<file path="src/rtl/vga_capture.sv">
`default_nettype none
// ============================================================================
//  Module   : vga_capture
//  Purpose  : Samples a parallel VGA-style pixel stream (pclk/hsync/vsync/de
//             plus R/G/B) and packs active pixels into 64-bit words of four
//             16-bit pixels. Words are queued in a small FIFO and delivered
//             on a valid/ready interface, each tagged with a start-of-frame
//             bit.
//  Ports    : clk_i, rst_i            - clock, async active-high reset
//             en_i, clr_i             - capture enable, status clear
//             mode_i                  - pixel format (332/444/555/565)
//             pclk_i, hsync_i,
//             vsync_i, de_i,
//             vga_r_i/g_i/b_i         - sampled video input
//             pixel_valid_o/ready_i,
//             pixel_data_o, sof_o     - packed-word output stream
//             overflow_o, frame_cnt_o - sticky drop flag, frame counter
//  Revision : 1.0 - initial release
// ============================================================================
module vga_capture #(
    parameter int FIFO_DEPTH = 4
) (
    input  logic        clk_i,
    input  logic        rst_i,
    input  logic        en_i,
    input  logic        clr_i,
    input  logic [1:0]  mode_i,
    input  logic        pclk_i,
    input  logic        hsync_i,
    input  logic        vsync_i,
    input  logic        de_i,
    input  logic [4:0]  vga_r_i,
    input  logic [5:0]  vga_g_i,
    input  logic [4:0]  vga_b_i,
    output logic        pixel_valid_o,
    input  logic        pixel_ready_i,
    output logic [63:0] pixel_data_o,
    output logic        sof_o,
    output logic        overflow_o,
    output logic [15:0] frame_cnt_o
);

    localparam int             c_AW      = $clog2(FIFO_DEPTH);
    localparam logic [c_AW:0]  c_PTR_ONE = 1;
    localparam logic [c_AW:0]  c_FULL    = (c_AW+1)'(FIFO_DEPTH);

    // hsync carries no information for packing; kept only for port symmetry.
    logic w_unused_hsync;
    assign w_unused_hsync = hsync_i;

    // ------------------------------------------------------------------
    // Sample strobe on the pclk rising level transition
    // ------------------------------------------------------------------
    logic r_pclk_q;
    logic w_s;

    always_ff @(posedge clk_i or posedge rst_i) begin
        if (rst_i) r_pclk_q <= 1'b0;
        else       r_pclk_q <= pclk_i;
    end

    assign w_s = en_i & pclk_i & ~r_pclk_q;

    // ------------------------------------------------------------------
    // Pixel repack, zero-extended to 16 bits
    // ------------------------------------------------------------------
    logic [15:0] w_pixel;

    always_comb begin
        w_pixel = '0;
        case (mode_i)
            2'd0:    w_pixel = {8'b0, vga_r_i[2:0], vga_g_i[2:0], vga_b_i[1:0]};
            2'd1:    w_pixel = {4'b0, vga_r_i[3:0], vga_g_i[3:0], vga_b_i[3:0]};
            2'd2:    w_pixel = {1'b0, vga_r_i, vga_g_i[4:0], vga_b_i};
            default: w_pixel = {vga_r_i, vga_g_i, vga_b_i};
        endcase
    end

    // ------------------------------------------------------------------
    // Pack state and push generation
    // ------------------------------------------------------------------
    logic [1:0]  r_lane;
    logic [47:0] r_hold;
    logic        r_prev_de;
    logic        r_prev_vs;
    logic        r_frame_pend;

    logic        w_vs_rise;
    logic        w_push;
    logic [63:0] w_push_data;
    logic        w_pop;
    logic        w_full;
    logic        w_empty;
    logic        w_wr_en;

    assign w_vs_rise = w_s & vsync_i & ~r_prev_vs;
    // Full word on the 4th pixel, or partial word when de falls mid-word.
    assign w_push    = w_s & ((de_i & (r_lane == 2'd3)) |
                              (~de_i & r_prev_de & (r_lane != 2'd0)));
    // Hold is cleared after every push, so unused lanes are already zero.
    assign w_push_data = de_i ? {w_pixel, r_hold} : {16'b0, r_hold};

    always_ff @(posedge clk_i or posedge rst_i) begin
        if (rst_i) begin
            r_lane       <= 2'd0;
            r_hold       <= '0;
            r_prev_de    <= 1'b0;
            r_prev_vs    <= 1'b0;
            r_frame_pend <= 1'b0;
        end else if (!en_i) begin
            r_lane       <= 2'd0;
            r_hold       <= '0;
            r_prev_de    <= 1'b0;
            r_prev_vs    <= 1'b0;
            r_frame_pend <= 1'b0;
        end else if (w_s) begin
            r_prev_de <= de_i;
            r_prev_vs <= vsync_i;
            if (w_push) begin
                r_lane <= 2'd0;
                r_hold <= '0;
            end else if (de_i) begin
                case (r_lane)
                    2'd0:    r_hold[15:0]  <= w_pixel;
                    2'd1:    r_hold[31:16] <= w_pixel;
                    default: r_hold[47:32] <= w_pixel;
                endcase
                r_lane <= r_lane + 2'd1;
            end
            // A new frame edge outranks consumption of the old pending tag.
            if (w_vs_rise)
                r_frame_pend <= 1'b1;
            else if (w_wr_en)
                r_frame_pend <= 1'b0;
        end
    end

    // ------------------------------------------------------------------
    // Output FIFO (pointers carry one extra wrap bit)
    // ------------------------------------------------------------------
    logic [64:0]   r_mem [FIFO_DEPTH];
    logic [c_AW:0] r_wr_ptr;
    logic [c_AW:0] r_rd_ptr;
    logic [64:0]   w_head;

    assign w_empty = (r_wr_ptr == r_rd_ptr);
    assign w_full  = ((r_wr_ptr - r_rd_ptr) == c_FULL);
    assign w_pop   = ~w_empty & pixel_ready_i;
    // A pop in the same cycle frees the slot the push lands in.
    assign w_wr_en = w_push & (~w_full | w_pop);

    always_ff @(posedge clk_i) begin
        if (w_wr_en)
            r_mem[r_wr_ptr[c_AW-1:0]] <= {r_frame_pend, w_push_data};
    end

    always_ff @(posedge clk_i or posedge rst_i) begin
        if (rst_i) begin
            r_wr_ptr <= '0;
            r_rd_ptr <= '0;
        end else if (!en_i) begin
            r_wr_ptr <= '0;
            r_rd_ptr <= '0;
        end else begin
            if (w_wr_en) r_wr_ptr <= r_wr_ptr + c_PTR_ONE;
            if (w_pop)   r_rd_ptr <= r_rd_ptr + c_PTR_ONE;
        end
    end

    // Storage is not reset; gating with valid keeps outputs at zero when empty.
    assign w_head        = r_mem[r_rd_ptr[c_AW-1:0]];
    assign pixel_valid_o = ~w_empty;
    assign pixel_data_o  = w_empty ? 64'd0 : w_head[63:0];
    assign sof_o         = ~w_empty & w_head[64];

    // ------------------------------------------------------------------
    // Status: sticky overflow and frame counter; clear wins
    // ------------------------------------------------------------------
    always_ff @(posedge clk_i or posedge rst_i) begin
        if (rst_i) begin
            overflow_o  <= 1'b0;
            frame_cnt_o <= 16'd0;
        end else if (clr_i) begin
            overflow_o  <= 1'b0;
            frame_cnt_o <= 16'd0;
        end else begin
            if (w_push & w_full & ~w_pop) overflow_o  <= 1'b1;
            if (w_vs_rise)                frame_cnt_o <= frame_cnt_o + 16'd1;
        end
    end

endmodule
`default_nettype wire
</file>
<file path="config.mk">
export PLATFORM = sky130hd
export DESIGN_NAME = vga_capture
export DESIGN_NICKNAME = d
export VERILOG_FILES = /design/src/rtl/vga_capture.sv
export SDC_FILE = /design/constraint.sdc
export NUM_CORES = 1
export LEC_CHECK = 0
export ABC_AREA = 1
export CAP_MARGIN = 20
export CORE_ASPECT_RATIO = 0.7
export CORE_MARGIN = 5
export CORE_UTILIZATION = 55
export DETAILED_ROUTE_END_ITERATION = 7
export DONT_BUFFER_PORTS = 1
export PLACE_DENSITY_LB_ADDON = 0.12
export SLEW_MARGIN = 0
export SYNTH_ARGS = -nofsm -noshare
export SYNTH_HDL_FRONTEND = slang
export SYNTH_SLANG_ARGS = --single-unit
export TNS_END_PERCENT = 50
</file>
<file path="constraint.sdc">
create_clock -name clk_i -period 6.1 [get_ports clk_i]
set_input_delay 0.305 -clock clk_i [delete_from_list [all_inputs] [get_ports clk_i]]
set_output_delay 0.305 -clock clk_i [all_outputs]
set_load 0.05 [all_outputs]
</file>
-- Word-level counts from Yosys, hierarchy flattened
Memories as Yosys holds them, arrays and structs flattened.
Cells that the tools add are included.
- register bits after elaboration: 77
- bits in latches: 0
- bits in writable memories: 260
- ROM bits: 0
- bits of input ports: 27
- output and inout port bits: 83
- logic and storage cells: 96
- memories kept: 1
- add/sub/neg operators: 5
- multiply operators: 0
- divide/modulo/power cells: 0
- $lt $le $gt $ge: 0
- equal/unequal tests: 14
- shift operators: 0
- multiplexer cells: 32
- bitwise operators: 21
- reductions and logical operators: 11
- memories (memory ; depth ; width ; rd ports ; clocked after memory_dff ; write ports ; RTL line ; source):
    r_mem ; 4 ; 65 ; 1 ; 0 ; 1 ; 141 ; logic [64:0] r_mem [FIFO_DEPTH];
- operators by type and width (kind ; count):
    48-bit 2-to-1 mux ; 4
    64-bit 2-to-1 mux ; 2
    16-bit 2-to-1 mux ; 5
    16-bit case mux with 3 select lines ; 1
    16-bit by 1-bit adder with 16-bit output (second input constant) ; 1
    1-bit AND ; 13
    1-bit 2-to-1 mux ; 12
    3-bit 2-to-1 mux ; 4
    3-bit by 1-bit inequality test with 1-bit output (second input constant) ; 4
    3-bit AND reduction ; 3
    2-bit 2-to-1 mux ; 4
    3-bit by 1-bit adder with 3-bit output (second input constant) ; 2
    2-bit by 1-bit inequality test with 1-bit output (second input constant) ; 3
    1-bit NOT ; 6
    2-bit nonzero test ; 3
    2-bit by 1-bit == test with 1-bit output (second input constant) ; 2
    2-bit == test (second input constant) ; 2
    2-bit logical NOT ; 2
    2-bit AND reduction ; 2
    3-bit == test ; 1
    3-bit == test (second input constant) ; 1
    3-bit by 2-bit inequality test with 1-bit output (second input constant) ; 1
    3-bit subtractor ; 1
    2-bit by 1-bit adder with 2-bit output (second input constant) ; 1
    2 further kinds ; 3

-- Longest topological paths before layout
Gate-level depths: netlist (run 1).
- word-level depth: 10
- depth in mapped cells: 12
- mapped depth without buffers: 11

-- Worst setup path after synthesis (run 1)
Ideal clock, no wire load.
- kind: flip-flop to flip-flop
- from: reg r_rd_ptr[1]
- to: mem r_mem[0][0] (enable)
- library setup time: 0.489 ns
- arrival: 4.190 ns
- required time: 5.611 ns
- path slack: 1.421 ns
- cell stages (with the launch flop): 9
- path buffers: 1
- period minus slack after synthesis: 4.679 ns
- cells stage by stage: dfrtp_1 inv_1 clkbuf_1 ha_1 nand2_1 nor2_1 nand2_1 nand3_2 nor2_1
- longest elaborated chain between the ends: 7
- elaborated cells on any way between the ends: 10
- those cells by class: add/sub: 1; eq/ne: 2; mux: 2; bitwise: 5
- ends and longest elaborated chain (what ; RTL line ; source):
    start, declared ; 143 ; logic [c_AW:0] r_rd_ptr;
    start signal, assigned ; 166 ; if (w_pop) r_rd_ptr <= r_rd_ptr + c_PTR_ONE;
    3-bit subtractor / 3-bit == test (equally long branches) ; 147, 146 ;
    3-bit == test / 1-bit NOT (equally long branches) ; 147, 148 ;
    1-bit NOT / 1-bit AND (equally long branches) ; 150, 148 ;
    1-bit bitwise OR * ; 150 ; assign w_wr_en = w_push & (~w_full | w_pop);
    1-bit AND * ; 150 ;
    1-bit 2-to-1 mux * ; 153 ; if (w_wr_en)
    1-bit 2-to-1 mux (implied by the code) * ; 154 ; r_mem[r_wr_ptr[c_AW-1:0]] <= {r_frame_pend, w_push_data};
    end, declared ; 141 ;
Mark *: on every way between the ends. The rest lies on a longest branch, timed or not.

-- Final worst setup path (run 1)
- from: reg r_rd_ptr[0]
- to: out pixel_data_o[43]
- longest elaborated chain between the ends: 2
- elaborated cells on any way between the ends: 3
- those cells by class: eq/ne: 1; mux: 1; memory: 1
- ends and longest elaborated chain (what ; RTL line ; source):
    memory 4 x 65 bit / 3-bit == test (equally long branches) ; - ;
    64-bit 2-to-1 mux * ; 173 ; assign pixel_data_o = w_empty ? 64'd0 : w_head[63:0];
    end, declared ; 37 ; output logic [63:0] pixel_data_o,
Marks and branches as above.

==> results of run 1 <==
## routing by layer
metal / share of wire / vias to the layer above
met5: 0 / -
met4: 0.021 / 0
met3: 0.085 / 54
met2: 0.45 / 284
met1: 0.44 / 4424
li1: - / 4476
## worst max path at each step
stage | from | end | slack, ns | depth (start not counted)
floorplan | r_rd_ptr[1] | r_mem[0][0] | 1.42 | 8
global placement | r_rd_ptr[1] | r_mem[3][41] | 2.53 | 8
detailed placement | r_rd_ptr[1] | r_mem[3][41] | 2.51 | 8
CTS | r_rd_ptr[0] | pixel_data_o[43] | 2.07 | 6
global route | r_rd_ptr[0] | pixel_data_o[34] | 1.88 | 6
finish | r_rd_ptr[0] | pixel_data_o[43] | 2.13 | 6
## flip-flops by register name, indices dropped and copies added, names as in the netlist
register / count
r_pclk_q: 1
r_hold: 48
r_wr_ptr: 3
r_rd_ptr: 3
r_prev_vs: 1
r_frame_pend: 1
overflow_o: 1
frame_cnt_o: 16
r_prev_de: 1
r_lane: 2
r_mem: 260
## worst register-to-register path, cell delays in order (launching register included)
cell,delay (ns)
dfrtp_4,1.02
inv_2,0.09
ha_1,0.32
nand2_1,0.14
nor2_1,0.05
nand3_1,0.11
nand3_2,0.29
nor2_4,0.66
buf_4,0.50
## area by class of cell
cell class	count	area, sq um
well taps	331	414
repair buffers	35	354
clock inverters	16	233
multi-input cells	858	3870
clock buffers	41	863
flip-flops and latches	337	9740
fillers	2053	9700
inverters	69	263
## power groups by stage
stage	clock (uW)	sequential (uW)	combinational, uW
floorplan	0	2580	85.1
global placement	0	2590	115
detailed placement	0	2600	117
CTS	2090	2550	123
global route	2180	2550	140
finish	2050	2550	125
## placed cells by master (no fill, tap or decap), types with 2 or more instances in the layout
master and instances:
nor2_1 320, edfxtp_1 260, nand2_1 239, o21ai_0 146, dfrtp_1 75, a21oi_1 74, inv_1 62, clkbuf_16 31
nand3_1 23, buf_4 23, ha_1 11, nand4_1 9, nor2_4 6, clkinv_2 6, bufinv_16 6, clkbuf_8 6
dlygate4sd3_1 6, clkbuf_1 5, nand2_4 4, clkinv_1 4, inv_2 4, buf_12 4, nor3_1 3, o211ai_1 3
or2_2 3, nand3_2 2, o31ai_1 2, a21oi_4 2, o211ai_4 2, o21bai_1 2, o22ai_1 2, dfrtp_4 2
## kinds of logic (layout without fill, tap and decap cells)
family                     count (synthesis)  count (layout)
xor gates and xnor gates                   2               2
AOI/OAI and AO/OA                        234             234
and+or+nand+nor                          611             611
DFF                                      337             337
adders and majority gates                 11              11
buffers and inverters                    131             161
## through the flow
stage	worst slack, ns	utilization	area [sq um]	cells
2_1_floorplan	1.42	-	14100	1326
3_3_place_gp	2.53	0.571	14500	1621
3_5_place_dp	2.51	0.572	14500	1622
4_1_cts	2.07	0.617	15700	1685
5_1_grt	1.88	0.619	15700	1687
6_report	2.13	0.619	15700	1687
==> flow_metrics.tcl, run 1 <==
set metrics [dict create \
    status "completed" \
    start_util 0.554 \
    synthMuxAreaShare 0 \
    tritoncts "yes" \
    holdBufCountCts 6 \
    crit_chain "buf_4 -> buf_4 -> nor2_1 -> nor2_1 -> o21ai_0 -> a21oi_1" \
    grt_first_pass_wirelength_um 50700 \
    reg2reg_to "r_mem[3][50]" \
    post_drt_wl_per_cell_um 19.3 \
    ys.flop_type "edfxtp_1" \
    port-buffer-count 0 \
    num_rows 49 \
    hold_violations 0 \
    synth.avg_cell_area_sq_um 10.6 \
    skew_ns 0.0232 \
    yosysMostFrequentCell "nor2_1" \
    drtIter0Drc 654 \
    use_met1 0.324 \
    groute.layer.met2.usage 0.352 \
    die_x_um 201 \
    finalPower_uw 4730 \
    start_kind "flop" \
    path_max_fanout 52 \
    gr-max-usage-layer "met2" \
    synth_xor_area_frac 0.00124 \
    synthCells 1326 \
    track_usage 0.224 \
    dieArea_sq_um 29000 \
    syn_area_sq_um 14100 \
    die_h_um 144 \
    crit_arrival_ns 3.67 \
    grt_pass1_vias 8931 \
    max_freq_mhz 252 \
    p_leak_uw 0.00624 \
    r2r_slack_ns 2.57 \
    r2r_cells 8 \
    path_class "reg2out" \
    whs_endpoint "r_hold[1]" \
    pin_count 110 \
    combPwrFrac 0.026 \
    slowest_stage "a21oi_1" \
    synthAdderAreaFrac 0.00977 \
    slowest_delay_ns 0.90 \
    grt_max_degree 83 \
    path_buf_inv 2 \
    yosysWarnings 0 \
    antenna_cells 0 \
    whs_path_depth 4 \
    wirelength_um 32500 \
    maxCapViolCount 0 \
    synth-compound-area-share 0.0884 \
    intPower_uw 3790 \
    maxSlewViolCount 0 \
    clk_pin_slew_ns 0.06 \
    post_cts_buffers 0 \
    met3_usage 0.0519 \
    synth-seq-cells 337 \
    dp_hpwl_um 18900 \
    setup_tns_ns 0 \
    endpoint_kind "output port" \
    synth.area.top_cells "edfxtp_1 (55%), dfrtp_1 (14%), nor2_1 (8.7%)" \
    setup_viol 0 \
    swShare 0.199 \
    seq_area_frac_synth 0.691 \
    grt_overflow_total 0 \
    vias 9238 \
    fin_crit_ns 3.97 \
    root_buffer "clkbuf_16" \
    vias_per_cell 5.48 \
    drc 0 \
    cts_buffer_depth 3 \
    synth_cell_type_count 35 \
    rsz0062_at_grt "false" \
    finalCritPeriodShare 0.652 \
    synth_top_area_cell "edfxtp_1" \
    slew_headroom 0.192 \
    antenna_found_initial 0 \
    synth_simple_gate_area_share 0.173 \
    seq_power_share 0.539 \
    antenna_left 0 \
    drive_above_1_share 0.0789 \
    whs_ns 0.0218 \
    synthTopCellsByCount "nor2_1 (325), edfxtp_1 (260), nand2_1 (239)" \
    ir_drop_mv 0.248 \
    dr.pass1.iters 5 \
    r2r_start "r_rd_ptr[1]" \
    power.share.clock 0.434 \
    cts_num_sinks 337 \
    syn_to_final_growth_pct 11.7 \
    synth_top_family_by_area "simple AND/OR/NAND/NOR gates" \
    synth_edf_count 260 \
    worstHoldStart "vga_b_i[1]" \
    synth_top_area_share 0.554 \
    p_switching_uw 941 \
    tightestPinTransition_ns 1.22 \
    core-area_sq_um 25400 \
    ys_async_sr_fraction 0.228 \
    gp_congestion 0.843 \
    clock_latency_ns 0.55 \
    syn_nets 1364 \
    hold_path.class "in2reg" \
    postCtsResizedCells 0 \
    htreeDepth 1 \
    cts_buffers 31 \
    worstPathRequired_ns 5.79 \
    p_per_area_nw_per_um2 300 \
    path_delay_family "buffers and inverters" \
    layout.nets 1370 \
]
Note: power is estimated with default switching activity, not from simulation.
==> inputs of run 2 (changes only) <==
clock period = 3.5 ns   (was 6.1 ns; I/O delays follow)
==> run 2 against run 1 <==
  * Power up 74%
  * Hold slack better by 0.0032 ns
  * Sequential power grew 75%
  * Final area rose by 2.7%
  * Sequential share of layout area down 1.7 points
  * Highest routed layer unchanged
==> flow_metrics.tcl, run 2 (synthesis gave the netlist of run 1 again) <==
set metrics [dict create \
    cts_buffer_depth 3 \
    slew_headroom 0.372 \
    max_freq_mhz 315 \
    worstPathRequired_ns 3.32 \
    hold_violations 0 \
    cts_buffers 34 \
    maxCapViolCount 0 \
    status "completed" \
    die_h_um 144 \
    cts_num_sinks 337 \
    endpoint_kind "output port" \
    grt_pass1_vias 9069 \
    slowest_delay_ns 0.60 \
    rsz0062_at_grt "false" \
    p_per_area_nw_per_um2 509 \
    crit_top_cell "buf_12" \
    path_class "reg2out" \
    clock_latency_ns 0.50 \
    fin_crit_ns 3.18 \
    drive_above_1_share 0.111 \
    mostFrequentLayoutCell "nor2_1" \
    root_buffer "clkbuf_16" \
    p_leak_uw 0.00654 \
    vias 9586 \
    post_cts_buffers 0 \
    power.share.clock 0.432 \
    drtIter0Drc 836 \
    finalPower_uw 8230 \
    wirelength_um 33400 \
    fin_util 0.636 \
    maxSlewViolCount 0 \
    start_kind "flop" \
    antenna_found_initial 0 \
    intPower_uw 6540 \
    tritoncts "yes" \
    dr.pass1.iters 6 \
    start_util 0.554 \
    htreeDepth 2 \
    antenna_cells 0 \
    track_usage 0.229 \
    syn_to_final_growth_pct 14.8 \
    dp.cells 1674 \
    antenna_left 0 \
    port-buffer-count 0 \
    path_delay_family "buffers and inverters" \
    postCtsResizedCells 0 \
    combPwrFrac 0.027 \
    finalCritPeriodShare 0.908 \
    gp_congestion 0.858 \
    slowest_stage "inv_2" \
    holdBufCountCts 9 \
    layout.nets 1427 \
    ir_drop_mv 0.367 \
    tightestPinTransition_ns 0.943 \
    grt_overflow_total 0 \
    largest_reg_flops 260 \
    crit_arrival_ns 3.00 \
    p_switching_uw 1680 \
    die_x_um 201 \
    instances_no_fill 1746 \
    path_max_fanout 132 \
    skew_ns 0.0101 \
    dieArea_sq_um 29000 \
    seq_power_share 0.541 \
    pin_count 110 \
    dp_hpwl_um 19100 \
    hold_path.class "in2reg" \
    mostFrequentLayoutCells "nor2_1 (320), edfxtp_1 (260), nand2_1 (239)" \
    grt_first_pass_wirelength_um 51700 \
    post_drt_wl_per_cell_um 19.1 \
    grt_max_degree 133 \
    swShare 0.204 \
    vias_per_cell 5.49 \
    core-area_sq_um 25400 \
    num_rows 49 \
    path_buf_inv 4 \
    clk_pin_slew_ns 0.07 \
    drc 0 \
    setup_tns_ns 0 \
    crit_chain "buf_12 -> inv_2 -> buf_12 -> o21ai_0 -> a21oi_1 -> buf_4" \
    setup_viol 0 \
]
==> run 2: cell count changes in the layout (fill, tap and decap cells not counted) <==
| cell | change |
|---|---|
| buf_12 | +3 |
| dfrtp_2 | +1 |
| clkinv_1 | -1 |
| clkbuf_1 | +7 |
| dlygate4sd3_1 | +3 |
| dfrtp_4 | -1 |
| clkinv_2 | -1 |
| buf_4 | +50 |
| buf_16 | -1 |
| clkinvlp_4 | -1 |
| clkinv_4 | -1 |
| bufinv_16 | -6 |
| clkbuf_16 | +7 |
==> run 2: final timing paths <==
| kind | endpoint | from | cells after the start | slack [ns] |
|---|---|---|---|---|
| worst max-delay path | pixel_data_o[45] | r_rd_ptr[0] | 6 | 0.32 |
| worst min-delay path | r_hold[17] | en_i | 3 | 0.03 |
| worst max register to register | r_mem[0][24] | r_lane[0] | 8 | 0.63 |
| worst min register to register | r_mem[2][34] | r_hold[34] | 0 | 0.52 |
| max in group asynchronous | r_rd_ptr[1] | rst_i | 4 | 2.45 |
| min in group asynchronous | frame_cnt_o[2] | rst_i | 2 | 0.08 |
==> run 2: area by class of cell <==
cell class	count	area, sq um
fillers	2023	9270
clock buffers	56	1080
clock inverters	6	27.5
multi-input cells	858	3870
inverters	69	263
well taps	331	414
repair buffers	89	778
flip-flops and latches	337	9740
==> run 2: through the flow <==
step	cell area [sq um]	worst slack, ns	hold slack [ns]
floorplan	14100	-0.121	0.206
global placement	15000	0.692	0.207
detailed placement	15000	0.644	0.207
CTS	16200	0.344	0.00559
global route	16200	0.204	0.0257
finish	16200	0.320	0.0251
==> run 2: power by group through the flow <==
| stage | sequential [uW] | combinational (uW) | clock [uW] |
|---|---|---|---|
| after detailed placement | 4530 | 205 | 0 |
| after global placement | 4520 | 202 | 0 |
| after floorplan | 4500 | 148 | 0 |
| after CTS | 4450 | 221 | 3600 |
| final | 4450 | 225 | 3550 |
| after global routing | 4450 | 248 | 3790 |
==> run 2: per-layer routing <==
metal	vias to the layer above	GRT usage	wire, um
li1	4596	-	-
met1	4619	0.336	15300
met2	338	0.362	15100
met3	33	0.0494	2610
met4	0	0.0457	374
met5	-	0	0
==> run 2: worst register-to-register path: cells and delay by family, from the launching register on <==
kind / cells / cell delay (ns)
fa+ha+maj: 1 / 0.28
flops: 1 / 0.39
compound gates: 1 / 0.26
simple gates: 3 / 1.06
buf+inv: 3 / 0.54
